**src/rtl/cache_mem_arbiter_if.sv**
```systemverilog
// Bus bundle between the I/D caches, the memory arbiter and physical memory.
// master: arbiter view; slave: view of the caches/pmem environment around it.
interface cache_mem_arbiter_if #(
    parameter int ADDR_W = 32,
    parameter int LINE_W = 256
);
    logic              i_read;
    logic [ADDR_W-1:0] i_addr;
    logic [LINE_W-1:0] i_rdata;
    logic              i_resp;
    logic              d_read;
    logic              d_write;
    logic [ADDR_W-1:0] d_addr;
    logic [LINE_W-1:0] d_wdata;
    logic [LINE_W-1:0] d_rdata;
    logic              d_resp;
    logic              pmem_read;
    logic              pmem_write;
    logic [ADDR_W-1:0] pmem_addr;
    logic [LINE_W-1:0] pmem_wdata;
    logic [LINE_W-1:0] pmem_rdata;
    logic              pmem_resp;

    modport master (
        input  i_read, i_addr, d_read, d_write, d_addr, d_wdata, pmem_rdata, pmem_resp,
        output i_rdata, i_resp, d_rdata, d_resp, pmem_read, pmem_write, pmem_addr, pmem_wdata
    );

    modport slave (
        output i_read, i_addr, d_read, d_write, d_addr, d_wdata, pmem_rdata, pmem_resp,
        input  i_rdata, i_resp, d_rdata, d_resp, pmem_read, pmem_write, pmem_addr, pmem_wdata
    );
endinterface

```
**src/rtl/cache_mem_arbiter.sv**
```systemverilog
// Round-robin arbiter sharing one physical-memory port between I-cache and D-cache.
// state  | meaning
// IDLE   | sample requests, pick winner, latch its address/data
// GNT_I  | I-cache line read in flight on pmem
// GNT_D  | D-cache line read or write-back in flight on pmem
// RESP_I | one-cycle i_resp pulse
// RESP_D | one-cycle d_resp pulse
module cache_mem_arbiter #(
    parameter int ADDR_W = 32,
    parameter int LINE_W = 256
) (
    input logic               clk,
    input logic               rst,
    cache_mem_arbiter_if.master bus
);
    typedef enum logic [2:0] {
        IDLE   = 3'd0,
        GNT_I  = 3'd1,
        GNT_D  = 3'd2,
        RESP_I = 3'd3,
        RESP_D = 3'd4
    } state_t;

    state_t            state;
    logic              last_grant_d;
    logic              d_is_write;
    logic [ADDR_W-1:0] addr_q;
    logic [LINE_W-1:0] wdata_q;
    logic [LINE_W-1:0] i_rdata_q;
    logic [LINE_W-1:0] d_rdata_q;
    logic              d_pend;
    logic              tie;

    assign d_pend = bus.d_read | bus.d_write;
    assign tie    = bus.i_read & d_pend;

    always_ff @(posedge clk) begin
        if (!rst) begin
            state        <= IDLE;
            last_grant_d <= 1'b1;
            d_is_write   <= 1'b0;
            addr_q       <= '0;
            wdata_q      <= '0;
            i_rdata_q    <= '0;
            d_rdata_q    <= '0;
        end else begin
            case (state)
                IDLE: begin
                    // last_grant only moves on a genuine tie, so an uncontested grant keeps the rotation
                    if (bus.i_read && (!d_pend || last_grant_d)) begin
                        state  <= GNT_I;
                        addr_q <= bus.i_addr;
                        if (tie) last_grant_d <= 1'b0;
                    end else if (d_pend) begin
                        state      <= GNT_D;
                        addr_q     <= bus.d_addr;
                        d_is_write <= bus.d_write;
                        if (bus.d_write) wdata_q <= bus.d_wdata;
                        if (tie) last_grant_d <= 1'b1;
                    end
                end
                GNT_I: begin
                    if (bus.pmem_resp) begin
                        i_rdata_q <= bus.pmem_rdata;
                        state     <= RESP_I;
                    end
                end
                GNT_D: begin
                    if (bus.pmem_resp) begin
                        if (!d_is_write) d_rdata_q <= bus.pmem_rdata;
                        state <= RESP_D;
                    end
                end
                RESP_I:  state <= IDLE;
                RESP_D:  state <= IDLE;
                default: state <= IDLE;
            endcase
        end
    end

    assign bus.pmem_read  = (state == GNT_I) || ((state == GNT_D) && !d_is_write);
    assign bus.pmem_write = (state == GNT_D) && d_is_write;
    assign bus.pmem_addr  = addr_q;
    assign bus.pmem_wdata = wdata_q;
    assign bus.i_resp     = (state == RESP_I);
    assign bus.d_resp     = (state == RESP_D);
    assign bus.i_rdata    = i_rdata_q;
    assign bus.d_rdata    = d_rdata_q;
endmodule

```
**src/flat_wrapper.sv**
```systemverilog
// flat-port wrapper written by rule: the top's interface ports become plain ports
module cache_mem_arbiter_flat 
#(
    parameter int ADDR_W = 32,
    parameter int LINE_W = 256
)
  (clk, rst, bus_i_read, bus_i_addr, bus_d_read, bus_d_write, bus_d_addr, bus_d_wdata, bus_pmem_rdata, bus_pmem_resp, bus_i_rdata, bus_i_resp, bus_d_rdata, bus_d_resp, bus_pmem_read, bus_pmem_write, bus_pmem_addr, bus_pmem_wdata);
  cache_mem_arbiter_if #(.ADDR_W(ADDR_W), .LINE_W(LINE_W)) bus_i ();
  input logic clk;
  input logic rst;
  input wire logic [$bits(bus_i.i_read)-1:0] bus_i_read;
  input wire logic [$bits(bus_i.i_addr)-1:0] bus_i_addr;
  input wire logic [$bits(bus_i.d_read)-1:0] bus_d_read;
  input wire logic [$bits(bus_i.d_write)-1:0] bus_d_write;
  input wire logic [$bits(bus_i.d_addr)-1:0] bus_d_addr;
  input wire logic [$bits(bus_i.d_wdata)-1:0] bus_d_wdata;
  input wire logic [$bits(bus_i.pmem_rdata)-1:0] bus_pmem_rdata;
  input wire logic [$bits(bus_i.pmem_resp)-1:0] bus_pmem_resp;
  output wire logic [$bits(bus_i.i_rdata)-1:0] bus_i_rdata;
  output wire logic [$bits(bus_i.i_resp)-1:0] bus_i_resp;
  output wire logic [$bits(bus_i.d_rdata)-1:0] bus_d_rdata;
  output wire logic [$bits(bus_i.d_resp)-1:0] bus_d_resp;
  output wire logic [$bits(bus_i.pmem_read)-1:0] bus_pmem_read;
  output wire logic [$bits(bus_i.pmem_write)-1:0] bus_pmem_write;
  output wire logic [$bits(bus_i.pmem_addr)-1:0] bus_pmem_addr;
  output wire logic [$bits(bus_i.pmem_wdata)-1:0] bus_pmem_wdata;
  assign bus_i.i_read = bus_i_read;
  assign bus_i.i_addr = bus_i_addr;
  assign bus_i.d_read = bus_d_read;
  assign bus_i.d_write = bus_d_write;
  assign bus_i.d_addr = bus_d_addr;
  assign bus_i.d_wdata = bus_d_wdata;
  assign bus_i.pmem_rdata = bus_pmem_rdata;
  assign bus_i.pmem_resp = bus_pmem_resp;
  assign bus_i_rdata = bus_i.i_rdata;
  assign bus_i_resp = bus_i.i_resp;
  assign bus_d_rdata = bus_i.d_rdata;
  assign bus_d_resp = bus_i.d_resp;
  assign bus_pmem_read = bus_i.pmem_read;
  assign bus_pmem_write = bus_i.pmem_write;
  assign bus_pmem_addr = bus_i.pmem_addr;
  assign bus_pmem_wdata = bus_i.pmem_wdata;
  cache_mem_arbiter #(.ADDR_W(ADDR_W), .LINE_W(LINE_W)) u_core (.clk(clk), .rst(rst), .bus(bus_i));
endmodule
```
**config.mk**
```make
export PLATFORM = sky130hd
export DESIGN_NAME = cache_mem_arbiter_flat
export DESIGN_NICKNAME = d
export VERILOG_FILES = /design/src/rtl/cache_mem_arbiter_if.sv /design/src/rtl/cache_mem_arbiter.sv /design/src/flat_wrapper.sv
export SDC_FILE = /design/constraint.sdc
export NUM_CORES = 2
export LEC_CHECK = 0
export CORE_AREA = 2 2 545 547
export CTS_BUF_LIST = sky130_fd_sc_hd__clkbuf_16
export DETAILED_ROUTE_END_ITERATION = 6
export DIE_AREA = 0 0 547 549
export PLACE_DENSITY = 0.31
export SKIP_LAST_GASP = 1
export SLEW_MARGIN = 20
export SYNTH_ARGS = -nofsm -noshare
export SYNTH_HDL_FRONTEND = slang
export SYNTH_SLANG_ARGS = --single-unit
```
**constraint.sdc**
```tcl
create_clock -name clk -period 3.6 [get_ports clk]
set_clock_uncertainty 0.2 [all_clocks]
set_input_delay 0.72 -clock clk [delete_from_list [all_inputs] [get_ports clk]]
set_output_delay 0.72 -clock clk [all_outputs]
set_load 0.02 [all_outputs]
```
==> flow_summary.ini <==
[setup_path]
cp-end-kind = primary output
path_max_fanout = 11
startpoint_type = flop
critPathKind = reg -> out
worst_ep_required_time_ps = 2680
arrival_ps = 2470

[sta]
max_freq_ghz = 0.295
slew_headroom = 0.331
maxSlewViolCount = 0
setup_viol = 0
tns_ps = 0
tightestPinTransition_ps = 1000
finalCritPeriodShare = 0.940
rsz0062_at_grt = no
fin_crit_ps = 3390
finalHoldViolCount = 0

[clock_network]
cts_setup_buffers = 0
clock-root-buffer = clkbuf_16
clk_path_buf_depth = 4
htreeDepth = 3
cts.reportedPaths.clkPinSlew_ps = 60
cts_tree = done
cts_buffers = 111
clk_latency_ps = 850
clock-sinks = 805

[yosys]
synth_xor_area_frac = 0
synth_seq_cells = 805
synth_compound_area_frac = 0.242
synth_top_family_by_area = compound AO/OA/AOI/OAI gates
synth-simple-area-share = 0.161
synth_top_area_cell = dfxtp_1
synth_fa_ha_area_frac = 0
synthMuxAreaShare = 0.000332
syn_inst = 3674
yosysTopAreaCellShare = 0.535
synth_warnings = 0
yosys-top-cells-area = dfxtp_1 (53%), a21oi_1 (13%), nand3_1 (8.5%)
synth_cell_types = 35
mappedNetlistArea_sq_um = 30100
synth_fp_nets = 4256
synth_area_per_cell_sq_um = 8.20
yosysSeqAreaShare = 0.535

[die]
rows = 200
die_x_microns = 547
die_y_microns = 549
die_area_sq_um = 300000
initial_core_util = 0.102
pin_count = 1386
fp.coreArea_sq_um = 295000

[final_layout]
final_nets = 5488
synthToLayoutAreaGrowth_pct = 72.7
final_cell_area_sq_um = 52000
drive_above_1_share = 0.0589
ff_latch_area_sq_um = 16100
multiInputGateArea_sq_um = 12200
nFillCells = 33100

[power]
leakage_nw = 16.6
power_per_cell_area_nw_per_um2 = 493
vdd_ir_drop_max_v = 0.000317

[placed_design]
io_buffers = 1385
gp_congestion = 0.804
dpl_cell_area_sq_um = 48600
hpwl_microns = 151000

[global_routing]
antenna_found_initial = 81
grtUsageTotal = 0.126
grt_pass1_wl_microns = 273000
grt_pass1_vias = 32700
overflow = 0
grt_max_degree = 139

[detailed_routing]
first_iter_violations = 1906
vias = 32700
ant_nets = 0
totalWireLength_microns = 200000
vias_per_cell = 3.66
wl_per_cell_microns = 22.3
route.detailed.drc = 0
dr.pass1.iters = 7

[run_status]
status = complete, no violations

[flow_run]
drv_cap = 0

[hold_path]
hold_class = in -> reg
[power breakdown]
| group | switching [mW] | internal (mW) | total [mW] | leakage [nW] |
|---|---|---|---|---|
| clock | 4.61 | 5.94 | 10.5 | 1.73 |
| combinational | 3.21 | 2.15 | 5.36 | 8.34 |
| sequential | 0.300 | 9.44 | 9.74 | 6.54 |
[cells in the final DEF (no fill, tap or decap), types with 2 or more instances in the layout]
master and n:
nand2_1 514, nor3_1 3, clkbuf_16 111, nor3_4 2, clkinv_1 31, nand4bb_4 2
clkinvlp_4 4, a21boi_0 32, clkinv_4 5, a21oi_1 769, o21ai_0 484, dfxtp_1 803
nor2_1 4, inv_1 25, diode_2 25, inv_8 2, clkinv_2 13, o21ai_1 30
o311a_1 32, inv_16 2, nand3_1 513, o21bai_1 32, clkdlybuf4s50_1 1382, buf_4 100
bufinv_16 5, buf_12 33, and3_1 32, buf_2 2
[cell families after synthesis]
| family | Yosys count |
|---|---|
| AO/OA/AOI/OAI | 1386 |
| AND/OR/NAND/NOR | 1079 |
| flip-flops | 805 |
| multiplexers | 1 |
| buffers and inverters | 403 |
[area by class of cell]
type	count	area share
flip-flops and latches	805	0.310
repair buffers	1520	0.294
multi-input cells	2466	0.235
well taps	3939	0.0947
clock buffers	111	0.0534
clock inverters	88	0.0114
diodes	25	0.00120
inverters	2	0.000433
[routing by layer]
metal | track usage | vias to the layer above | share of wire
met4 | 0.0340 | 76 | 0.025
met3 | 0.0497 | 294 | 0.090
met1 | 0.143 | 15800 | 0.40
met2 | 0.217 | 1234 | 0.48
met5 | 0 | - | 0.0026
li1 | - | 15400 | -
[worst paths after layout]
check                                                     startpoint                                   end  slack, ps  cells after the start
worst min-delay path                                      bus_i_read          u_core.state[0]$_SDFFE_PN0P_        220                      3
worst max-delay path                    u_core.state[2]$_SDFFE_PN0P_                            bus_d_resp        210                      2
worst max register to register        u_core.d_is_write$_SDFFE_PN0P_   u_core.bus.d_rdata[66]$_SDFFE_PN0P_       1050                      4
worst min register to register  u_core.bus.i_rdata[198]$_SDFFE_PN0P_  u_core.bus.i_rdata[198]$_SDFFE_PN0P_        250                      2
[sequential cells by signal (all words and copies together), names as in the netlist]
name                   flops
u_core.bus.d_rdata       256
u_core.last_grant_d        1
u_core.state               3
u_core.d_is_write          1
u_core.bus.pmem_addr      32
u_core.bus.i_rdata       256
u_core.bus.pmem_wdata    256
[Yosys cell counts (all sizes together)]
library cell	count
a2111oi	1
a21bo	1
a21boi	33
a21oi	769
a2bb2oi	1
a31oi	1
and3	32
and3b	1
and4bb	1
buf	182
clkbuf	219
clkinv	1
dfxtp	805
inv	1
mux2i	1
nand2	514
nand2b	2
nand3	513
nand4bb	2
nor2	4
nor2b	1
nor3	5
nor3b	1
nor4bb	1
o21a	1
o21ai	514
o21bai	33
o311a	32
or3	2
[critical path: stages (launching register included)]
cell and delay (ps):
dfxtp_1 660, nor3b_1 240, clkdlybuf4s50_1 720
[per-stage QoR]
step / instances / util / hold slack [ps] / power, mW / worst slack (ps)
after global routing: 8939 / 0.176 / 154 / 26.9 / 26.6
after CTS: 8931 / 0.176 / 93.3 / 26.3 / 50.9
final: 8956 / 0.176 / 217 / 25.6 / 215
after floorplan: 3674 / - / 324 / 12.3 / 1120
after detailed placement: 8731 / 0.165 / 246 / 15.4 / 272
after global placement: 8731 / 0.165 / 242 / 15.4 / 309
[what timing repair did]
action / in CTS / in global routing
endpoints found under the setup margin: 3 / 0
gates resized for setup: 4 / 0
hold endpoints to repair: 2 / 0
hold buffers: 1 / 0
Power figures use the tool's default switching activity.
